===== config.mk =====
export PLATFORM = sky130hd
export DESIGN_NAME = expr_sequencer
export DESIGN_NICKNAME = d
export VERILOG_FILES = /design/src/rtl/expr_seq_pkg.sv /design/src/rtl/expr_prog_ram.sv /design/src/rtl/expr_sequencer.sv
export SDC_FILE = /design/constraint.sdc
export NUM_CORES = 1
export LEC_CHECK = 0
export BUFFER_PORTS_ARGS = -buffer_cell sky130_fd_sc_hd__clkbuf_2
export CAP_MARGIN = 40
export CORE_MARGIN = 2
export CORE_UTILIZATION = 60
export CTS_CLUSTER_SIZE = 16
export DETAILED_ROUTE_END_ITERATION = 10
export MAX_ROUTING_LAYER = met4
export PLACE_DENSITY = 0.77
export SLEW_MARGIN = 25
export SYNTH_ARGS = -nofsm -noshare
export SYNTH_HDL_FRONTEND = slang
export SYNTH_HIERARCHICAL = 1
export SYNTH_SLANG_ARGS = --single-unit
export TNS_END_PERCENT = 50

===== constraint.sdc =====
create_clock -name clk -period 4.54 [get_ports clk]
set_input_delay 0.908 -clock clk [delete_from_list [all_inputs] [get_ports clk]]
set_output_delay 0.908 -clock clk [all_outputs]
set_load 0.05 [all_outputs]

===== src/rtl/expr_seq_pkg.sv =====
// Shared definitions for the RPN expression sequencer.
// Holds the ALU opcodes the sequencer drives and the sequencer's own
// instruction opcodes. It also holds the error codes, the FSM state
// enum and the instruction-width helper.
package expr_seq_pkg;

    // Opcodes understood by the stack ALU
    localparam logic [2:0] ALU_NOP  = 3'b000;
    localparam logic [2:0] ALU_ADD  = 3'b100;
    localparam logic [2:0] ALU_MUL  = 3'b101;
    localparam logic [2:0] ALU_PUSH = 3'b110;

    // Sequencer instruction opcodes (top three bits of a program word)
    localparam logic [2:0] OP_HALT      = 3'b000;
    localparam logic [2:0] OP_PUSH_IMM  = 3'b001;
    localparam logic [2:0] OP_PUSH_RES  = 3'b010;
    localparam logic [2:0] OP_PUSH_LAST = 3'b011;
    localparam logic [2:0] OP_ADD       = 3'b100;
    localparam logic [2:0] OP_MUL       = 3'b101;
    localparam logic [2:0] OP_STORE     = 3'b110;
    localparam logic [2:0] OP_RSVD      = 3'b111;

    // Run status reported on err
    localparam logic [1:0] ERR_OK        = 2'b00;
    localparam logic [1:0] ERR_UNDERFLOW = 2'b01;
    localparam logic [1:0] ERR_FULL      = 2'b10;
    localparam logic [1:0] ERR_PC_END    = 2'b11;

    typedef enum logic [2:0] {
        ST_IDLE,
        ST_CLEAR,
        ST_FETCH,
        ST_ISSUE,
        ST_CAPTURE,
        ST_DONE
    } state_t;

    // An instruction word is {op[2:0], ridx, imm}
    function automatic int instr_w(input int n, input int ridx_w);
        return 3 + ridx_w + n;
    endfunction

endpackage


===== src/rtl/expr_prog_ram.sv =====
// Program memory for the expression sequencer.
// Writes are synchronous and reads are asynchronous, so the sequencer can
// decode prog[pc] in the same cycle that pc is presented.
// Ports:
//   clk   - write clock
//   we    - write strobe (already gated against busy by the parent)
//   waddr - write address
//   wdata - instruction word to store
//   raddr - read address (the program counter)
//   rdata - instruction word at raddr, combinational
module expr_prog_ram #(
    parameter int DEPTH = 32,
    parameter int WIDTH = 21,
    localparam int AW   = $clog2(DEPTH)
) (
    input  logic             clk,
    input  logic             we,
    input  logic [AW-1:0]    waddr,
    input  logic [WIDTH-1:0] wdata,
    input  logic [AW-1:0]    raddr,
    output logic [WIDTH-1:0] rdata
);

    logic [WIDTH-1:0] mem [DEPTH];

    // Contents survive reset on purpose, so a program can be rerun after an abort
    always_ff @(posedge clk) begin
        if (we) begin
            mem[waddr] <= wdata;
        end
    end

    assign rdata = mem[raddr];

endmodule


===== src/rtl/expr_sequencer.sv =====
// Start/done engine that runs a small RPN program against a stack ALU.
// The program lives in local RAM. Each instruction becomes a PUSH, ADD or
// MUL presented to the ALU, and arithmetic results are captured into
// "last". From "last" they can be stored into a small result file or
// pushed back.
// Ports:
//   clk, rst          - clock and asynchronous active-low reset
//   prog_we/addr/wdata - program RAM write port (dropped while busy)
//   start             - begin a run at pc=0 when idle
//   busy, done        - run in progress / one-cycle end-of-run pulse
//   err               - 00 ok, 01 underflow, 10 stack full, 11 pc ran off end
//   ovf_flag          - sticky ALU overflow seen during the run
//   res_sel, res_data - combinational read of the result register file
//   alu_rst           - active-high ALU reset
//   alu_opcode/data   - registered command to the ALU
//   alu_output_data   - ALU result
//   alu_overflow      - ALU overflow flag
module expr_sequencer
    import expr_seq_pkg::*;
#(
    parameter int N          = 16,
    parameter int STACK_SIZE = 16,
    parameter int PROG_DEPTH = 32,
    parameter int NUM_RES    = 4,
    localparam int RIDX_W    = $clog2(NUM_RES),
    localparam int PC_W      = $clog2(PROG_DEPTH),
    localparam int INSTR_W   = instr_w(N, RIDX_W)
) (
    input  logic               clk,
    input  logic               rst,
    input  logic               prog_we,
    input  logic [PC_W-1:0]    prog_addr,
    input  logic [INSTR_W-1:0] prog_wdata,
    input  logic               start,
    output logic               busy,
    output logic               done,
    output logic [1:0]         err,
    output logic               ovf_flag,
    input  logic [RIDX_W-1:0]  res_sel,
    output logic [N-1:0]       res_data,
    output logic               alu_rst,
    output logic [2:0]         alu_opcode,
    output logic [N-1:0]       alu_data,
    input  logic [N-1:0]       alu_output_data,
    input  logic               alu_overflow
);

    localparam int DEPTH_W = $clog2(STACK_SIZE + 1);

    state_t              state, state_next;
    logic [PC_W-1:0]     pc;
    logic                wrapped;
    logic [DEPTH_W-1:0]  depth;
    logic [N-1:0]        last;
    logic [N-1:0]        res [NUM_RES];

    logic [INSTR_W-1:0]  instr;
    logic [2:0]          op;
    logic [RIDX_W-1:0]   ridx;
    logic [N-1:0]        imm;

    logic                load_issue;
    logic [2:0]          issue_opcode;
    logic [N-1:0]        issue_data;
    logic                set_err;
    logic [1:0]          err_code;
    logic                do_store;

    expr_prog_ram #(.DEPTH(PROG_DEPTH), .WIDTH(INSTR_W)) u_prog_ram (
        .clk   (clk),
        .we    (prog_we && !busy),
        .waddr (prog_addr),
        .wdata (prog_wdata),
        .raddr (pc),
        .rdata (instr)
    );

    assign op   = instr[INSTR_W-1 -: 3];
    assign ridx = instr[N +: RIDX_W];
    assign imm  = instr[N-1:0];

    assign busy     = (state == ST_CLEAR) || (state == ST_FETCH) ||
                      (state == ST_ISSUE) || (state == ST_CAPTURE);
    assign done     = (state == ST_DONE);
    assign alu_rst  = !rst || (state == ST_CLEAR);
    assign res_data = res[res_sel];

    always_ff @(posedge clk or negedge rst) begin
        if (!rst) begin
            state <= ST_IDLE;
        end else begin
            state <= state_next;
        end
    end

    // Next-state and fetch decode. Error checks come before any issue, so a
    // faulting op never reaches alu_opcode.
    always_comb begin
        state_next   = state;
        load_issue   = 1'b0;
        issue_opcode = ALU_NOP;
        issue_data   = '0;
        set_err      = 1'b0;
        err_code     = ERR_OK;
        do_store     = 1'b0;
        case (state)
            ST_IDLE:    if (start) state_next = ST_CLEAR;
            ST_CLEAR:   state_next = ST_FETCH;
            ST_FETCH: begin
                if (wrapped) begin
                    set_err    = 1'b1;
                    err_code   = ERR_PC_END;
                    state_next = ST_DONE;
                end else begin
                    case (op)
                        OP_PUSH_IMM, OP_PUSH_RES, OP_PUSH_LAST: begin
                            if (depth == DEPTH_W'(STACK_SIZE)) begin
                                set_err    = 1'b1;
                                err_code   = ERR_FULL;
                                state_next = ST_DONE;
                            end else begin
                                load_issue   = 1'b1;
                                issue_opcode = ALU_PUSH;
                                issue_data   = (op == OP_PUSH_IMM) ? imm :
                                               (op == OP_PUSH_RES) ? res[ridx] : last;
                                state_next   = ST_ISSUE;
                            end
                        end
                        OP_ADD, OP_MUL: begin
                            if (depth < DEPTH_W'(2)) begin
                                set_err    = 1'b1;
                                err_code   = ERR_UNDERFLOW;
                                state_next = ST_DONE;
                            end else begin
                                load_issue   = 1'b1;
                                issue_opcode = (op == OP_ADD) ? ALU_ADD : ALU_MUL;
                                state_next   = ST_ISSUE;
                            end
                        end
                        OP_STORE: do_store = 1'b1;
                        default:  state_next = ST_DONE;
                    endcase
                end
            end
            ST_ISSUE:   state_next = (alu_opcode == ALU_PUSH) ? ST_FETCH : ST_CAPTURE;
            ST_CAPTURE: state_next = ST_FETCH;
            ST_DONE:    state_next = ST_IDLE;
            default:    state_next = ST_IDLE;
        endcase
    end

    // Datapath: pc, depth, result file and the registered ALU command. The
    // opcode falls back to NOP on every edge that does not load an issue, so
    // it is non-NOP only during ISSUE.
    always_ff @(posedge clk or negedge rst) begin
        if (!rst) begin
            pc         <= '0;
            wrapped    <= 1'b0;
            depth      <= '0;
            err        <= ERR_OK;
            ovf_flag   <= 1'b0;
            last       <= '0;
            alu_opcode <= ALU_NOP;
            alu_data   <= '0;
            for (int i = 0; i < NUM_RES; i++) begin
                res[i] <= '0;
            end
        end else begin
            alu_opcode <= load_issue ? issue_opcode : ALU_NOP;
            if (load_issue) begin
                alu_data <= issue_data;
            end
            case (state)
                ST_CLEAR: begin
                    pc       <= '0;
                    wrapped  <= 1'b0;
                    depth    <= '0;
                    err      <= ERR_OK;
                    ovf_flag <= 1'b0;
                end
                ST_FETCH: begin
                    pc <= pc + PC_W'(1);
                    if (pc == PC_W'(PROG_DEPTH - 1)) begin
                        wrapped <= 1'b1;
                    end
                    if (set_err) begin
                        err <= err_code;
                    end
                    if (do_store) begin
                        res[ridx] <= last;
                    end
                end
                ST_ISSUE: begin
                    if (alu_opcode == ALU_PUSH) begin
                        depth <= depth + DEPTH_W'(1);
                    end else begin
                        depth <= depth - DEPTH_W'(2);
                    end
                end
                ST_CAPTURE: begin
                    last     <= alu_output_data;
                    ovf_flag <= ovf_flag | alu_overflow;
                end
                default: ;
            endcase
        end
    end

endmodule

Word-level counts from Yosys, hierarchy flattened
Memories as Yosys holds them, arrays and structs flattened.
Index checks and enable logic that the tools add are counted.
{"block": "totals", "regBits": 116, "ram_bits": 672, "wordCells": 117, "mem_count": 1}
{"name": "u_prog_ram.mem", "words": 32, "word_bits": 21, "rd": 1, "rd_ports_with_merged_regs": 0, "wr": 1, "line": "expr_prog_ram.sv:24", "source": "logic [WIDTH-1:0] mem [DEPTH];"}
{"block": "classes", "add_sub_neg": 3, "n_lt_le_gt_ge": 4, "eq_ne": 18, "n_mux": 56, "bitwise_logic": 3, "n_reduce_logical": 19}
{"cell": "$mux W16", "count": 11}
{"cell": "$bmux W16 S2", "count": 2}
{"cell": "$bwmux W64", "count": 1}
{"cell": "$demux W16 S2", "count": 1}
{"cell": "$mux W3", "count": 10}
{"cell": "$pmux W5 S2", "count": 2}
{"cell": "$eq A3 B3 Y1 const B", "count": 6}
{"cell": "$mux W1", "count": 16}
{"cell": "$eq A3 B2 Y1 const B", "count": 4}
{"cell": "$pmux W3 S4", "count": 1}
{"cell": "$add A5 B1 Y5 const B", "count": 2}
{"cell": "$eq A5 B5 Y1 const B", "count": 2}
{"cell": "$pmux W3 S3", "count": 1}
{"cell": "$pmux W1 S2", "count": 4}
{"cell": "$pmux W2 S2", "count": 2}
{"cell": "$reduce_and A2 Y1", "count": 4}
{"cell": "$eq A3 B1 Y1 const B", "count": 2}
{"cell": "$ge A3 B3 Y1 const B", "count": 2}
{"cell": "$mux W2", "count": 3}
{"cell": "$not A2 Y3", "count": 2}
{"cell": "$pmux W3 S2", "count": 1}
{"cell": "$reduce_bool A2 Y1", "count": 3}
{"cell": "$lt A5 B2 Y1 const B", "count": 1}
{"cell": "$mux W5", "count": 1}
{"cell": "other kinds (12)", "count": 19}

Depth between registers and ports, before layout
An unclocked memory read counts as a cell.
{"block": "depth", "word_depth": 11, "depth_mapped": 15, "depth_no_buf": 9}

Hierarchy
The synthesis kept the hierarchy.
{"module": "expr_prog_ram", "instances": 1, "cells_each": 1460, "area_per_inst_um2": 26331.5, "seq_area_each_um2": 20179.4}
{"module": "expr_sequencer", "instances": 1, "cells_each": 476, "area_per_inst_um2": 5883.1, "seq_area_each_um2": 2902.8}

Worst setup path after synthesis
Ideal clock, no wire load.
{"block": "synth_timing", "path_type": "input -> output", "from": "input res_sel[0]", "to": "output res_data[10]", "t_arrival_ns": 2.562, "t_required_ns": 3.632, "path_slack_ns": 1.070, "stages": 3, "n_path_buf": 2, "cell_sequence": "clkbuf_1 > buf_1 > mux4_2"}
{"block": "synth_via", "elab_chain_cells": 4}
{"item": "start, declared", "line": "expr_sequencer.sv:39", "source": "input logic [RIDX_W-1:0] res_sel,"}
{"item": "$not A2 Y3 (not written as such)", "line": "expr_sequencer.sv:86", "source": "assign res_data = res[res_sel];"}
{"item": "$bmux W16 S2", "line": "expr_sequencer.sv:86"}
{"item": "$mux W16 (not written as such) (2 in a row)", "line": "expr_sequencer.sv:86"}
{"item": "end, declared", "line": "expr_sequencer.sv:40", "source": "output logic [N-1:0] res_data,"}
No other way between the ends. The select of a mux whose other input is x is not followed.

Final worst setup path
{"block": "layout_timing", "from": "register pc[1]", "to": "register alu_data[2]"}
{"block": "layout_via", "elab_cells_between_ends": 21, "classes_between": "eq/ne (5); mux (12); bitwise (1); reduce/logical (2); memory (1)"}
{"item": "start, declared", "line": "expr_sequencer.sv:51", "source": "logic [PC_W-1:0] pc;"}
{"item": "start signal, assigned", "line": "expr_sequencer.sv:182", "source": "pc <= pc + PC_W'(1);"}
{"item": "$mem_v2 Z32 W21 (*)"}
{"item": "net instr[18]", "line": "expr_sequencer.sv:57", "source": "logic [INSTR_W-1:0] instr;"}
{"item": "$eq A3 B2 Y1", "line": "expr_sequencer.sv:115, expr_sequencer.sv:125"}
{"item": "$mux W16", "line": "expr_sequencer.sv:125", "source": "(op == OP_PUSH_RES) ? res[ridx] : last;"}
{"item": "$mux W16", "line": "expr_sequencer.sv:124", "source": "issue_data = (op == OP_PUSH_IMM) ? imm :"}
{"item": "$mux W16", "line": "expr_sequencer.sv:117", "source": "if (depth == DEPTH_W'(STACK_SIZE)) begin"}
{"item": "$mux W16", "line": "expr_sequencer.sv:115", "source": "case (op)"}
{"item": "$mux W16", "line": "expr_sequencer.sv:110", "source": "if (wrapped) begin"}
{"item": "$mux W16", "line": "expr_sequencer.sv:106", "source": "case (state)"}
{"item": "end signal, assigned", "line": "expr_sequencer.sv:171", "source": "alu_data <= issue_data;"}
{"item": "end, declared", "line": "expr_sequencer.sv:43", "source": "output logic [N-1:0] alu_data,"}
The timed path passes the listed nets; every way through them passes the cells marked *. The select of a mux whose other input is x is not followed.
A chain may end at the register's enable or synchronous reset.

==> flow_summary_export.csv <==
group,metric,value,unit
outcome,run_status,"finished clean",
die,io_pins,90,
timing,tightest_pin_transition,803,ps
clocking,clock_sink_count,788,
clocking,cts_tree,"built",
die,die_outline_area,55600,um2
timing,totalNegativeSetupSlack,0,ps
die,die_y,236,um
critical_path,ff2ff_setup_slack,390,ps
global_route,first_global_vias,18000,
routing,drt_iter0_drc,1854,
timing,final.period_utilization,0.915,
critical_path,r2r-start,"pc[1]$_DFFE_PN0P_",
logic_synthesis,synth_compound_area_frac,0.0647,
timing,max_clock_freq,241,MHz
timing,finalCriticalPeriod,4150,ps
critical_path,critical_path_arrival,4660,ps
final_layout,fin_util,0.682,
logic_synthesis,ys_async_sr_fraction,0.147,
placement,dpl_worst_slack,518,ps
clocking,htree_levels,3,
logic_synthesis,synth_top_cell_by_area,"edfxtp_1",
clocking,max-clock-path-buffers,3,
routing,wl,70.1,mm
critical_path,cp-start-kind,"register",
logic_synthesis,synth_sequential_area_ratio,0.717,
global_route,globalRoute.totalOverflow,0,
timing,worst_clock_skew,17.0,ps
critical_path,worstPathMaxFanout,23,
logic_synthesis,post_synth.cell_area_avg,16.6,um2
clocking,cts_hold_buf,0,
final_layout,synthToLayoutAreaGrowth,11.9,%
logic_synthesis,xor_xnor_share_of_the_synthesized_area,0.000272,
global_route,antenna_found_initial,1,
logic_synthesis,synth_cells,1936,
routing,drt_first_pass_iters,5,
clocking,clock_latency,620,ps
placement,buffer_ports.inserted,89,
critical_path,startpoint,"pc[1]$_DFFE_PN0P_",
routing,number_of_routed_nets_with_antenna_violations,0,
routing,viasPerCell,6.42,
final_layout,nNetsFinal,2121,
timing,setup_viol,0,
logic_synthesis,summed_instance_area_of_the_synthesized_netlist,32200,um2
worst_hold_path,min_path_type,"input port to async pin",
critical_path,cp_data_required_time,5040,ps
timing,postLayoutSetupSlackWorst,387,ps
clocking,cts.reportedPaths.clkPinSlew,60,ps
logic_synthesis,synth_top_flop_cell,"edfxtp_1",
logic_synthesis,yosys.cell_types.count,56,
logic_synthesis,post_synth_fa_ha_maj_area_fraction,0.00233,
logic_synthesis,synth-edff-count,672,
placement,hpwlAfterDp,42.8,mm
critical_path,timing.critical_path.to_type,"register",
die,die_width,236,um
timing,final-hold-violation-count,0,
run,cap_violations,0,
die,std_cell_rows,84,
routing,routedWlPerCell,24.9,um
placement,place_congestion,0.864,
global_route,grt_first_pass_wirelength,108,mm
logic_synthesis,synthSimpleGateAreaFrac,0.0424,
clocking,cts_inserted_buffers,77,
global_route,global_route.usage.total,0.263,
logic_synthesis,post_synth_mux_area_share,0.149,
clocking,ctsResizeCount,0,
critical_path,critical_path_class,"register to register",
logic_synthesis,postSynthNetCount,1991,
clocking,post-cts-setup-buffer-count,0,
logic_synthesis,main_combinational_cell_family_by_area_after_synthesis,"multiplexers",
timing,slew_margin_rel,0.464,
routing,routed-via-count,18100,
timing,final_max_slew_viol_count,0,
timing,grt_setup_unrepaired,"false",
die,initial_standard_cell_utilization_of_the_core,0.609,
power,p_leak,12.8,nW
logic_synthesis,post-synth-top-area-fraction,0.626,
global_route,grt_max_degree,52,
logic_synthesis,ys_seq_elements,788,
final_layout,drive_gt1_frac,0.201,
clocking,cts-root-buf,"clkbuf_16",
logic_synthesis,synth.area.top_cells,"edfxtp_1 63%, mux2i_1 11%, dfrtp_1 9.0%, mux2_2 2.8%, a22oi_1 2.0%",
routing,drc,0,
die,core_area,52900,um2
power,power_dens_cells,568,nW/um2
power,vdd_drop_max,0.408,mV
logic_synthesis,synth_warnings,6,
==> cells by family after synthesis <==
| kind of cell | after synthesis |
|---|---|
| AO/OA/AOI/OAI | 299 |
| XOR/XNOR | 1 |
| adder cells (fa/ha/maj) | 6 |
| buffers and inverters | 128 |
| flip-flops | 788 |
| multiplexers | 451 |
| AND/OR/NAND/NOR | 263 |
==> state kept, by name (all words and copies together) (netlist names) <==
signal,count
wrapped,1
err,2
last,16
depth,5
state,3
res,64
alu_data,16
pc,5
ovf_flag,1
alu_opcode,3
u_prog_ram/mem,672
==> cell type report <==
type	instances	area (um2)
repair buffers	172	1170
flip-flops and latches	788	23100
clock buffers	106	2180
diodes	1	2.50
inverters	7	26.3
multi-input cells	1020	8470
clock inverters	32	254
well taps	688	861
fillers	3427	16800
==> critical path, stage by stage (launching register included) <==
cell and delay [ps]:
dfrtp_1 540, nor2b_4 720, a22o_1 240, nor3_1 70, a31oi_1 360, nand3_1 220, buf_4 280, or4b_2 930
a211oi_1 330, a21oi_1 80, a32o_1 250
==> Yosys cell counts (20+ instances only) <==
cell type  number
a21oi_1        78
nor3_1         27
a22oi_1        84
clkbuf_1       55
nand2_1        51
a31oi_1        22
mux2_2         80
mux2i_1       355
buf_6          25
edfxtp_1      672
dfrtp_1       116
nand4_1        22
nor2_1         57
nor2b_1        20
a22o_1         46
nand3_1        47
==> per-stage QoR <==
step	std cells	hold WS (ps)	power (W)	cell area, um2
floorplan	1936	490	0.0129	32200
global placement	2673	477	0.0142	33600
detailed placement	2674	483	0.0144	33600
CTS	2812	272	0.0205	36000
global route	2814	303	0.0212	36100
finish	2814	289	0.0205	36100
==> path summary, 6_finish.rpt <==
path / to / cells after the start
setup / recovery: alu_data[2]$_DFFE_PN0P_ / 10
hold / removal: ovf_flag$_DFFE_PN0P_ / 1
setup reg to reg: alu_data[2]$_DFFE_PN0P_ / 10
hold reg to reg: alu_data[9]$_DFFE_PN0P_ / 1
max in group asynchronous: last[11]$_DFFE_PN0P_ / 3
min in group clk: alu_data[9]$_DFFE_PN0P_ / 1
==> placed cells by master, fill, tap and decap left out, types with 51 or more instances in the layout <==
master     instances
a21oi_1           78
a22oi_1           84
buf_4             77
clkbuf_16         81
clkbuf_2          88
dfrtp_1          115
edfxtp_1         672
mux2_2            80
mux2i_1          355
nand2_1           51
==> report_power, final <==
group	internal, W	switching [W]
Clock	0.00354	0.00262
Combinational	0.00212	0.00337
Sequential	0.00835	0.000482
Total	0.0140	0.00647
==> layer usage <==
layer,part of all wire,GRT usage
met2,0.48,0.414
met5,0,-
met4,0.023,0.0766
met1,0.41,0.350
met3,0.079,0.0535
No activity file was read; power rests on OpenSTA's default activity.
